==> config.mk <==
export PLATFORM = sky130hd
export DESIGN_NAME = ifetch_ir
export DESIGN_NICKNAME = d
export VERILOG_FILES = /design/src/rtl/cpu_pkg.sv /design/src/rtl/ifetch_fifo.sv /design/src/rtl/ifetch_ir.sv
export SDC_FILE = /design/constraint.sdc
export NUM_CORES = 1
export LEC_CHECK = 0
export ABC_CLOCK_PERIOD_IN_PS = 2900
export BUFFER_PORTS_ARGS = -buffer_cell sky130_fd_sc_hd__buf_4
export CORE_MARGIN = 3
export CORE_UTILIZATION = 45
export CTS_CLUSTER_SIZE = 28
export DETAILED_ROUTE_END_ITERATION = 10
export HOLD_SLACK_MARGIN = 0.1
export PLACE_DENSITY = 0.77
export SYNTH_ARGS = -nofsm -noshare
export SYNTH_HDL_FRONTEND = slang
export SYNTH_HIERARCHICAL = 1
export SYNTH_SLANG_ARGS = --single-unit
==> constraint.sdc <==
create_clock -name clk -period 2.9 [get_ports clk]
set_clock_uncertainty 0.05 [all_clocks]
set_input_delay 0.58 -clock clk [delete_from_list [all_inputs] [get_ports clk]]
set_output_delay 0.58 -clock clk [all_outputs]
set_load 0.03 [all_outputs]
==> src/rtl/cpu_pkg.sv <==
// Shared CPU front-end types: fetch FSM states, instruction field positions and buffer entry layout.
package cpu_pkg;

  localparam int unsigned INSTR_W     = 32;
  localparam int unsigned OP_FIELD_HI = 31;
  localparam int unsigned OP_FIELD_LO = 26;

  typedef enum logic [1:0] {
    StIdle,
    StFetch,
    StDrop
  } ifetch_state_t;

  typedef struct packed {
    logic [INSTR_W-1:0] instr;
    logic [31:0]        pc;
  } ifetch_entry_t;

  function automatic logic [31:0] pc_incr(input logic [31:0] pc);
    return pc + 32'd4;
  endfunction

  function automatic logic [31:0] align_pc(input logic [31:0] pc);
    return {pc[31:2], 2'b00};
  endfunction

endpackage

==> src/rtl/ifetch_fifo.sv <==
// Synchronous instruction buffer with push, pop and flush; flush voids any same-cycle push or pop.
module ifetch_fifo
  import cpu_pkg::*;
#(
  parameter int unsigned FIFO_DEPTH = 2,
  localparam int unsigned PtrW      = (FIFO_DEPTH > 1) ? $clog2(FIFO_DEPTH) : 1,
  localparam int unsigned CntW      = $clog2(FIFO_DEPTH + 1)
) (
  input  logic            clk,
  input  logic            rst,
  input  logic            push,
  input  logic            pop,
  input  logic            flush,
  input  ifetch_entry_t   wdata,
  output ifetch_entry_t   rdata,
  output logic [CntW-1:0] count
);

  localparam logic [PtrW-1:0] LastPtr  = PtrW'(FIFO_DEPTH - 1);
  localparam logic [CntW-1:0] DepthCnt = CntW'(FIFO_DEPTH);

  ifetch_entry_t   mem_q [FIFO_DEPTH];
  ifetch_entry_t   mem_d [FIFO_DEPTH];
  logic [PtrW-1:0] wr_ptr_q, wr_ptr_d;
  logic [PtrW-1:0] rd_ptr_q, rd_ptr_d;
  logic [CntW-1:0] cnt_q, cnt_d;
  logic            do_push, do_pop;

  function automatic logic [PtrW-1:0] ptr_inc(input logic [PtrW-1:0] p);
    return (p == LastPtr) ? '0 : p + PtrW'(1);
  endfunction

  always_comb begin
    mem_d    = mem_q;
    wr_ptr_d = wr_ptr_q;
    rd_ptr_d = rd_ptr_q;
    cnt_d    = cnt_q;
    do_push  = push && !flush && (cnt_q != DepthCnt);
    do_pop   = pop && !flush && (cnt_q != '0);
    if (flush) begin
      wr_ptr_d = '0;
      rd_ptr_d = '0;
      cnt_d    = '0;
    end else begin
      if (do_push) begin
        mem_d[wr_ptr_q] = wdata;
        wr_ptr_d        = ptr_inc(wr_ptr_q);
      end
      if (do_pop) begin
        rd_ptr_d = ptr_inc(rd_ptr_q);
      end
      cnt_d = cnt_q + CntW'(do_push) - CntW'(do_pop);
    end
  end

  always_ff @(posedge clk) begin
    if (rst) begin
      for (int i = 0; i < int'(FIFO_DEPTH); i++) begin
        mem_q[i] <= '0;
      end
      wr_ptr_q <= '0;
      rd_ptr_q <= '0;
      cnt_q    <= '0;
    end else begin
      mem_q    <= mem_d;
      wr_ptr_q <= wr_ptr_d;
      rd_ptr_q <= rd_ptr_d;
      cnt_q    <= cnt_d;
    end
  end

  assign rdata = mem_q[rd_ptr_q];
  assign count = cnt_q;

endmodule

==> src/rtl/ifetch_ir.sv <==
// Instruction fetch unit: IDLE/FETCH/DROP request FSM feeding a registered instruction buffer.
// Optional IFETCH_PERF_EN adds a saturating decode-stall cycle counter output (stall_cnt).
module ifetch_ir
  import cpu_pkg::*;
#(
  parameter logic [31:0] RESET_PC   = 32'h0000_3000,
  parameter int unsigned FIFO_DEPTH = 2
) (
  input  logic                             clk,
  input  logic                             rst,
  output logic                             imem_req,
  output logic [31:0]                      imem_addr,
  input  logic                             imem_ack,
  input  logic [INSTR_W-1:0]               imem_rdata,
  input  logic                             redirect_valid,
  input  logic [31:0]                      redirect_pc,
  output logic                             instr_valid,
  input  logic                             instr_ready,
  output logic [INSTR_W-1:0]               instr,
  output logic [OP_FIELD_HI-OP_FIELD_LO:0] op_code,
  output logic [31:0]                      instr_pc
`ifdef IFETCH_PERF_EN
  ,
  output logic [31:0]                      stall_cnt
`endif
);

  localparam int unsigned     CntW     = $clog2(FIFO_DEPTH + 1);
  localparam logic [CntW-1:0] DepthCnt = CntW'(FIFO_DEPTH);

  ifetch_state_t   state_q, state_d;
  logic [31:0]     pc_q, pc_d;
  logic [31:0]     drop_addr_q, drop_addr_d;
  logic            fifo_push, fifo_pop, fifo_flush;
  ifetch_entry_t   fifo_wdata, fifo_head;
  logic [CntW-1:0] fifo_cnt;
  logic [CntW-1:0] cnt_post;

  assign instr_valid = (fifo_cnt != '0);
  assign fifo_pop    = instr_valid && instr_ready;
  assign fifo_wdata  = {imem_rdata, pc_q};
  assign cnt_post    = fifo_cnt + CntW'(1) - CntW'(fifo_pop);

  always_comb begin
    state_d     = state_q;
    pc_d        = pc_q;
    drop_addr_d = drop_addr_q;
    imem_req    = 1'b0;
    imem_addr   = pc_q;
    fifo_push   = 1'b0;
    fifo_flush  = 1'b0;
    if (redirect_valid) begin
      fifo_flush = 1'b1;
      pc_d       = align_pc(redirect_pc);
    end
    case (state_q)
      StIdle: begin
        if (!redirect_valid && (fifo_cnt < DepthCnt)) begin
          state_d = StFetch;
        end
      end
      StFetch: begin
        imem_req = 1'b1;
        if (redirect_valid) begin
          // The in-flight read still has to complete at its original address.
          drop_addr_d = pc_q;
          state_d     = imem_ack ? StIdle : StDrop;
        end else if (imem_ack) begin
          fifo_push = 1'b1;
          pc_d      = pc_incr(pc_q);
          if (cnt_post >= DepthCnt) begin
            state_d = StIdle;
          end
        end
      end
      StDrop: begin
        imem_req  = 1'b1;
        imem_addr = drop_addr_q;
        if (imem_ack) begin
          state_d = StIdle;
        end
      end
      default: state_d = StIdle;
    endcase
  end

  always_ff @(posedge clk) begin
    if (rst) begin
      state_q     <= StIdle;
      pc_q        <= RESET_PC;
      drop_addr_q <= '0;
    end else begin
      state_q     <= state_d;
      pc_q        <= pc_d;
      drop_addr_q <= drop_addr_d;
    end
  end

  ifetch_fifo #(
    .FIFO_DEPTH (FIFO_DEPTH)
  ) u_fifo (
    .clk   (clk),
    .rst   (rst),
    .push  (fifo_push),
    .pop   (fifo_pop),
    .flush (fifo_flush),
    .wdata (fifo_wdata),
    .rdata (fifo_head),
    .count (fifo_cnt)
  );

  // Hide stale storage so an empty buffer always presents zeros.
  assign instr    = instr_valid ? fifo_head.instr : '0;
  assign instr_pc = instr_valid ? fifo_head.pc : '0;
  assign op_code  = instr[OP_FIELD_HI:OP_FIELD_LO];

`ifdef IFETCH_PERF_EN
  logic [31:0] stall_cnt_q, stall_cnt_d;

  always_comb begin
    stall_cnt_d = stall_cnt_q;
    if (instr_ready && !instr_valid && (stall_cnt_q != 32'hFFFF_FFFF)) begin
      stall_cnt_d = stall_cnt_q + 32'd1;
    end
  end

  always_ff @(posedge clk) begin
    if (rst) begin
      stall_cnt_q <= '0;
    end else begin
      stall_cnt_q <= stall_cnt_d;
    end
  end

  assign stall_cnt = stall_cnt_q;
`endif

endmodule

# ---- Word level (Yosys, flattened, before mapping)
# Cells that the tools add are included.
dict set report word_totals {
  regBits 198
  inputBits 69
}
dict set report classes {
  addsub 7
  order_cmp 5
  n_eq_ne 7
  mux 27
  n_bitwise 3
  reduce_logical 16
}
# cell count
set ops {}
lappend ops {{64-bit 2-to-1 mux} 4}
lappend ops {{32-bit 2-to-1 mux} 7}
lappend ops {{128-bit bitwise mux} 1}
lappend ops {{64-bit demux with 1-bit select} 1}
lappend ops {{32-bit by 3-bit adder with 32-bit output, second input constant} 1}
lappend ops {{2-bit 2-to-1 mux} 6}
lappend ops {{1-bit logical AND} 7}
lappend ops {{1-bit 2-to-1 mux} 7}
lappend ops {{2-bit >= comparator, second input constant} 3}
lappend ops {{2-bit != test, second input constant} 3}
lappend ops {{3-bit != test, second input constant} 2}
lappend ops {{2-bit case mux with 3 select lines} 1}
lappend ops {{1-bit inverter with 2-bit output} 2}
lappend ops {{2-bit AND reduction} 2}
lappend ops {{4-bit AND reduction} 1}
lappend ops {{2-bit OR reduction} 2}
lappend ops {{2-bit by 1-bit subtractor with 2-bit output} 2}
lappend ops {{1-bit adder, second input constant} 2}
lappend ops {{2-bit by 1-bit adder with 2-bit output} 1}
lappend ops {{2-bit by 1-bit adder with 2-bit output, second input constant} 1}
lappend ops {{2-bit by 1-bit equality test with 1-bit output, second input constant} 1}
lappend ops {{2-bit equality test, second input constant} 1}
lappend ops {{1-bit logical NOT} 2}
lappend ops {{2-bit logical NOT} 1}
lappend ops {{4 further kinds} 4}

# ---- Logic depth before layout (Yosys ltp)
# Gate-level depths: netlist of run 1.
dict set report logic_depth {
  word_depth 8
  ltp_mapped 12
}

# ---- Hierarchy
# The synthesis of run 1 kept the hierarchy.
# mod n_inst cells_per_inst area_each_um2 seq_area_each_um2
set modules_own_cells {}
lappend modules_own_cells {ifetch_fifo 1 656 5549.1 2642.5}
lappend modules_own_cells {ifetch_ir 1 522 4085.2 1321.3}

# ---- Worst setup path before layout of run 1
# Ideal clock, no wire load.
dict set report synth_timing {
  path_kind {flip-flop to output port}
  from {register state_q[0]}
  to {output imem_addr[29]}
  arrival_time_ns 1.680
  t_required_ns 2.270
  setup_slack_ns 0.590
  path_stages_with_launch 6
  n_path_buf 2
  cell_sequence {dfxtp_1 > inv_1 > ha_1 > clkbuf_1 > buf_1 > o21ai_0}
}
dict set report synth_via {
  elab_chain_cells 2
}
# item line_no
set synth_lines {}
lappend synth_lines {{start: declaration} ifetch_ir.sv:31} ;# ifetch_state_t state_q, state_d;
lappend synth_lines {{start signal: assignment} ifetch_ir.sv:89} ;# state_q <= StIdle;
lappend synth_lines {{start signal: assignment} ifetch_ir.sv:93} ;# state_q <= state_d;
lappend synth_lines {{2-bit equality test} ifetch_ir.sv:56} ;# case (state_q)
lappend synth_lines {{32-bit 2-to-1 mux} ifetch_ir.sv:56}
lappend synth_lines {{end: declaration} ifetch_ir.sv:12} ;# output logic [31:0] imem_addr,
# Every way passes these cells.

# ---- Worst setup path in the final report of run 1
dict set report layout_timing {
  from {register state_q[0]}
  to {output imem_addr[28]}
}
# The elaborated chain is that of the path after synthesis.

==> results.tsv, run 1 <==
stage	metric	value	unit
worst_setup_path	crit_required	2270	ps
clocking	insertion_delay	430	ps
synth	synth_cells	1178	
pwr	p_switching	0.00156	W
floorplan	fp.dieArea	23200	sq um
floorplan	fp-row-count	52	
pwr	power_frac_comb	10.6	%
worst_setup_path	critPathKind	register to primary output	
clocking	cts_root_buffer	clkbuf_16	
detailed_routing	vias	8500	
worst_setup_path	r2r_cells	6	
worst_setup_path	cp-end-kind	primary output	
synth	ys_async_sr_fraction	0	%
clocking	post_cts_buffers	0	
cells_and_area	area_delta_synth_final	20.6	%
detailed_routing	vias_per_cell	5.38	
detailed_routing	drtPass1Iterations	5	
timing	max_slew.worst_pin.slew	578	ps
pwr	pwr_density_cell	509	nW/um^2
worst_setup_path	cpLargestDelayFamily	buffers and inverters	
synth	syn-num-nets	1252	
place	dp_hpwl	16.8	mm
detailed_routing	antenna_left	0	
min_path	hp-class	input port to register	
global_route	grt_overflow	0	
synth	synth_ff_type	dfxtp_1	
clocking	cts_resized	0	
clocking	postCtsHoldBufs	0	
clocking	cts_buffer_depth	2	
floorplan	start_util	46.7	%
pwr	pwr-share-clk	41.1	%
place	place_ws	492	ps
timing	timing.setup.tns	0	ps
cells_and_area	fillers	1856	
detailed_routing	route.detailed.drc	0	
global_route	grt_pass1_vias	8099	
floorplan	core_area	20600	sq um
global_route	grt_max_degree	74	
worst_setup_path	start_kind	register	
synth	synth_edf_count	0	
timing	drv_slew	0	
detailed_routing	dr.first_iter.drc_count	503	
clocking	htreeDepth	4	
timing	post-route-period-util	93.5	%
timing	rsz0062_at_grt	no	
cells_and_area	antenna_cells	0	
timing	hold_violations	0	
min_path	holdPathStages	3	
global_route	grt_usage	21.3	%
global_route	grt_pass1_wl	41.3	mm
clocking	cts_sinks	198	
place	placed_cell_area	11000	sq um
worst_setup_path	r2r-end	pc_q[26]	
pwr	p_leak	4.43	nW
worst_setup_path	slowest_stage	ha_2	
cells_and_area	nNetsFinal	1372	
worst_setup_path	critical_path_arrival	2080	ps
synth	syn_avg_cell_area	8.18	sq um
floorplan	fp.dieW	152	um
synth	seq_area_frac_synth	41.1	%
synth	yosys.area.top_type	dfxtp_1	
worst_setup_path	slowest_delay	450	ps
pwr	seqPwrFrac	48.3	%
worst_setup_path	path_max_fanout	23	
cells_and_area	drive_above_1_share	27.2	%
synth	synthDistinctLibCells	57	
worst_setup_path	path_cells	inv_1 > ha_2 > buf_12 > mux2_2 > buf_4	
worst_setup_path	crit_buf_inv	3	
synth	netlist_top_cells_area	dfxtp_1, nand2_1, mux2_2	
synth	netlist_top_cells_count	nand2_1, dfxtp_1, a21oi_1	
timing	fin_ws	188	ps
cells_and_area	finalInstanceArea	11600	sq um
synth	synth_most_common_cell	nand2_1	
outcome	run_status	completed	
synth	yosys_warnings	6	
synth	syn_area	9630	sq um
place	port_buffers	170	
place	place_inst	1549	
clocking	cts_tree	built	
pwr	vdd_ir_drop_max	0.392	mV
floorplan	ioPinCount	173	
detailed_routing	routed_wl	25.5	mm
clocking	cts.clk_slew.worst_paths	80	ps
synth	ys_seq_elements	198	
timing	final-setup-viol-count	0	
min_path	hold_start	imem_rdata[26]	
clocking	cts_buffers	17	
place	gp_congestion	0.822	
worst_setup_path	ff2ff_setup_slack	620	ps
run	max_cap_viol_count	0	
timing	max_freq	369	MHz
timing	relSlewSlack	61.1	%
min_path	hold_end	u_fifo/mem_q[122]	
global_route	antenna_found_initial	0	
synth	yosysTopAreaCellShare	41.1	%
detailed_routing	avgRoutedWirePerCell	16.1	um
cells_and_area	final_cells	1581	
timing	period_minus_slack	2710	ps
worst_setup_path	r2r-start	pc_q[2]	
pwr	swShare	26.4	%
pwr	p_int	0.00435	W
floorplan	die_y	152	um
[sequential cells by signal, summed over array words and instances, names as in the netlist]
| name | flops |
|---|---|
| state_q | 2 |
| u_fifo/mem_q | 128 |
| drop_addr_q | 32 |
| u_fifo/count | 2 |
| pc_q | 32 |
| u_fifo/rd_ptr_q | 1 |
| u_fifo/wr_ptr_q | 1 |
[power groups by stage]
| stage | clock [W] | combinational [W] | sequential (W) |
|---|---|---|---|
| final | 0.00243 | 0.000626 | 0.00286 |
| after global routing | 0.00258 | 0.000675 | 0.00287 |
| after CTS | 0.00248 | 0.000624 | 0.00286 |
| after detailed placement | 0 | 0.000621 | 0.00292 |
| after global placement | 0 | 0.000613 | 0.00292 |
| after floorplan | 0 | 0.000396 | 0.00289 |
[tightest hold or removal path, cell delays in order]
cell	delay, ps
buf_4	110
nand2_1	50
a21oi_1	50
[worst max-delay path by stage]
stage                    from                 to  slack [ps]  cells after the start
2_1_floorplan      state_q[0]      imem_addr[29]         590                      5
3_3_place_gp   redirect_valid           pc_q[19]         550                      6
3_5_place_dp   redirect_valid  u_fifo/mem_q[114]         490                      7
4_1_cts            state_q[0]      imem_addr[28]         190                      5
5_1_grt            state_q[0]      imem_addr[16]         130                      5
6_report           state_q[0]      imem_addr[28]         190                      5
[metal layers]
layer / track usage, % / up-vias / wire [um]
li1: - / 4211 / -
met1: 29.2 / 3980 / 11600
met2: 34.3 / 273 / 11900
met3: 3.49 / 36 / 1500
met4: 6.98 / 0 / 515
met5: 0 / - / 0
[placed cells by master (no fill, tap or decap), types with 12 or more instances in the layout]
| master | instances |
|---|---|
| nor2_1 | 25 |
| nand3_1 | 15 |
| clkbuf_16 | 17 |
| a21oi_2 | 17 |
| and2_1 | 69 |
| a21oi_1 | 158 |
| nand4_1 | 14 |
| buf_4 | 190 |
| a211oi_1 | 12 |
| dfxtp_1 | 197 |
| mux2_2 | 94 |
| nand2_1 | 352 |
[cells by family after synthesis]
group / after synthesis / share of synthesized area (%)
AND/OR/NAND/NOR: 528 / 25.3
AO/OA/AOI/OAI: 226 / 13.6
flip-flops: 198 / 41.1
adder cells (fa/ha/maj): 5 / 0.649
multiplexers: 104 / 12.1
XOR/XNOR: 12 / 1.09
buffers and inverters: 105 / 6.09
[final cells by class]
cell class	count	area, sq um	share of cell area (%)
clock inverters	14	170	1.46
multi-input cells	875	5100	43.9
well taps	270	338	2.91
repair buffers	198	1580	13.6
clock buffers	18	439	3.78
flip-flops and latches	198	3970	34.1
inverters	8	30.0	0.258
[stage by stage]
stage	hold slack, ps	power (W)	utilization, %
3_5_place_dp	394	0.00354	53.4
4_1_cts	333	0.00597	56.3
3_3_place_gp	388	0.00353	53.4
5_1_grt	342	0.00613	56.3
6_report	346	0.00592	56.3
2_1_floorplan	383	0.00329	-
Note: power is estimated with default switching activity, not from simulation.
==> run 2, diff against run 1 <==
Settings changed: CORE_MARGIN 3 to 2.
==> run 2 against run 1 <==
Critical path depth unchanged. Sequential power about the same. Global-route usage rose by 0.84 points. Count of clock-buffer cells in the layout is 2 higher. Largest power group unchanged.
==> results.tsv, run 2 (synthesis results as in run 1) <==
stage	metric	value	unit	change
clocking	cts_root_buffer	clkbuf_16		
floorplan	start_util	45.8	%	-0.88 points
detailed_routing	vias	8563		+0.74%
cells_and_area	reg_top3	u_fifo/mem_q: 128 flops, drop_addr_q: 32 flops, pc_q: 32 flops		
place	place_inst	1555		+0.39%
worst_setup_path	start_kind	register		
global_route	met2_usage	37.0	%	+2.7 points
worst_setup_path	crit_buf_inv	3		unchanged
global_route	busiest_layer	met2		
timing	hold_violations	0		unchanged
cells_and_area	area_delta_synth_final	20.7	%	about the same
global_route	met3_usage	3.79	%	+0.29 points
clocking	htreeDepth	4		unchanged
detailed_routing	drtPass1Iterations	5		unchanged
pwr	vdd_ir_drop_max	0.395	mV	+0.89%
clocking	cts_tree	built		
cells_and_area	final_cells	1587		+0.38%
timing	max_freq	383	MHz	+3.9%
timing	relSlewSlack	55.2	%	-5.9 points
place	port_buffers	170		unchanged
global_route	antenna_found_initial	0		unchanged
global_route	grt_pass1_wl	40.2	mm	-2.6%
detailed_routing	avgRoutedWirePerCell	15.8	um	-2.3%
timing	final-setup-viol-count	0		unchanged
clocking	postCtsHoldBufs	0		unchanged
worst_setup_path	slowest_stage	mux2_2		
global_route	grt_pass1_vias	7982		-1.4%
cells_and_area	largest_register_ffs	128		unchanged
pwr	p_leak	4.44	nW	+0.12%
worst_setup_path	path_max_fanout	34		+48%
run	max_cap_viol_count	0		unchanged
cells_and_area	nNetsFinal	1373		+0.073%
timing	drv_slew	0		unchanged
pwr	total_power	0.00593	W	+0.19%
outcome	run_status	completed		
cells_and_area	drive_above_1_share	27.1	%	-0.097 points
cells_and_area	layout_common_cells	nand2_1, dfxtp_1, buf_4, a21oi_1, mux2_2		
clocking	cts_sinks	198		unchanged
cells_and_area	layout_commonest_cell	nand2_1		
clocking	post_cts_buffers	0		unchanged
floorplan	fp.dieW	150	um	-1.3%
clocking	cts_resized	0		unchanged
floorplan	fp.dieArea	22600	sq um	-2.6%
floorplan	core_area	21000	sq um	+1.9%
clocking	cts.clk_slew.worst_paths	80	ps	about the same
cells_and_area	antenna_cells	0		unchanged
floorplan	die_y	150	um	-1.3%
timing	rsz0062_at_grt	no		
worst_setup_path	critPathMostFrequentCell	buf_4		
clocking	cts_buffer_depth	2		unchanged
global_route	gr-usage-met1	29.4	%	+0.13 points
detailed_routing	antenna_left	0		unchanged
global_route	grt_usage	22.1	%	+0.84 points
place	dp_hpwl	16.8	mm	about the same
worst_setup_path	cpLargestDelayFamily	buffers and inverters		
detailed_routing	routed_wl	25.0	mm	-1.9%
detailed_routing	route.detailed.drc	0		unchanged
worst_setup_path	path_cells	inv_1 > ha_1 > buf_4 > mux2_2 > buf_4		
floorplan	ioPinCount	173		unchanged
cells_and_area	top_register	u_fifo/mem_q		
global_route	grt_max_degree	84		+14%
worst_setup_path	crit_required	2270	ps	about the same
worst_setup_path	critPathKind	register to primary output		
worst_setup_path	slowest_delay	400	ps	-50 ps
pwr	pwr_density_cell	510	nW/um^2	+0.13%
floorplan	fp-row-count	53		+1.9%
timing	max_slew.worst_pin.slew	672	ps	+93.9 ps
detailed_routing	vias_per_cell	5.40		+0.36%
place	gp_congestion	0.827		+0.52%
worst_setup_path	cp-end-kind	primary output		
timing	period_minus_slack	2610	ps	-103 ps
clocking	insertion_delay	430	ps	about the same
clocking	cts_buffers	17		unchanged
detailed_routing	dr.first_iter.drc_count	532		+5.8%
min_path	hp-class	input port to register		
global_route	grt_overflow	0		unchanged
timing	timing.setup.tns	0	ps	unchanged
worst_setup_path	critical_path_arrival	1980	ps	-100 ps
timing	post-route-period-util	90.0	%	-3.5 points
[run 2: changes by cell type in the layout (fill, tap and decap cells not counted)]
cell / before / now
clkinv_4: 6 / 1
nand4_4: 2 / 1
clkbuf_8: 1 / 2
clkbuf_1: 0 / 1
inv_6: 1 / 2
buf_4: 190 / 191
ha_1: 4 / 5
ha_2: 1 / 0
nand4_2: 0 / 1
inv_8: 3 / 5
[run 2: worst paths after layout]
kind | start | to | slack, ps | depth (start not counted)
setup / recovery | state_q[0] | imem_addr[21] | 290 | 5
hold / removal | redirect_pc[9] | pc_q[9] | 350 | 3
setup reg to reg | state_q[1] | u_fifo/mem_q[37] | 520 | 8
hold reg to reg | u_fifo/mem_q[94] | u_fifo/mem_q[94] | 400 | 2
[run 2: cell type report]
| type | instances | area (sq um) |
|---|---|---|
| fill | 1897 | 9400 |
| multi-input combinational | 875 | 5090 |
| sequential | 198 | 3970 |
| timing repair buffer | 199 | 1590 |
| clock buffer | 20 | 457 |
| tap | 275 | 344 |
| clock inverter | 12 | 158 |
| inverter | 8 | 30.0 |
[run 2: metal layers]
metal | part of all wire (%) | vias to the layer above
met5 | 0 | -
met4 | 1.3 | 0
met3 | 7.0 | 28
met2 | 47 | 329
met1 | 45 | 3992
li1 | - | 4214
[run 2: worst register-to-register path, delay by kind of cell (launching register included)]
kind / cells / cell delay (ps)
buffers and inverters: 3 / 580
AND/OR/NAND/NOR: 3 / 830
AO/OA/AOI/OAI: 1 / 140
adder cells (fa/ha/maj): 1 / 380
flip-flops: 1 / 330
[run 2: per-stage QoR]
step           setup WS, ps  utilization [%]  hold WS (ps)  cell area, sq um
3_3_place_gp            518             52.4           388             11000
5_1_grt                 168             55.3           337             11600
2_1_floorplan           590                -           383              9630
6_report                291             55.3           348             11600
3_5_place_dp            460             52.4           393             11000
4_1_cts                 279             55.3           334             11600
[run 2: power breakdown]
| part | internal (W) | switching [W] |
|---|---|---|
| Sequential | 0.00278 | 0.0000889 |
| Clock | 0.00136 | 0.00110 |
| Combinational | 0.000251 | 0.000355 |
| Total | 0.00438 | 0.00154 |
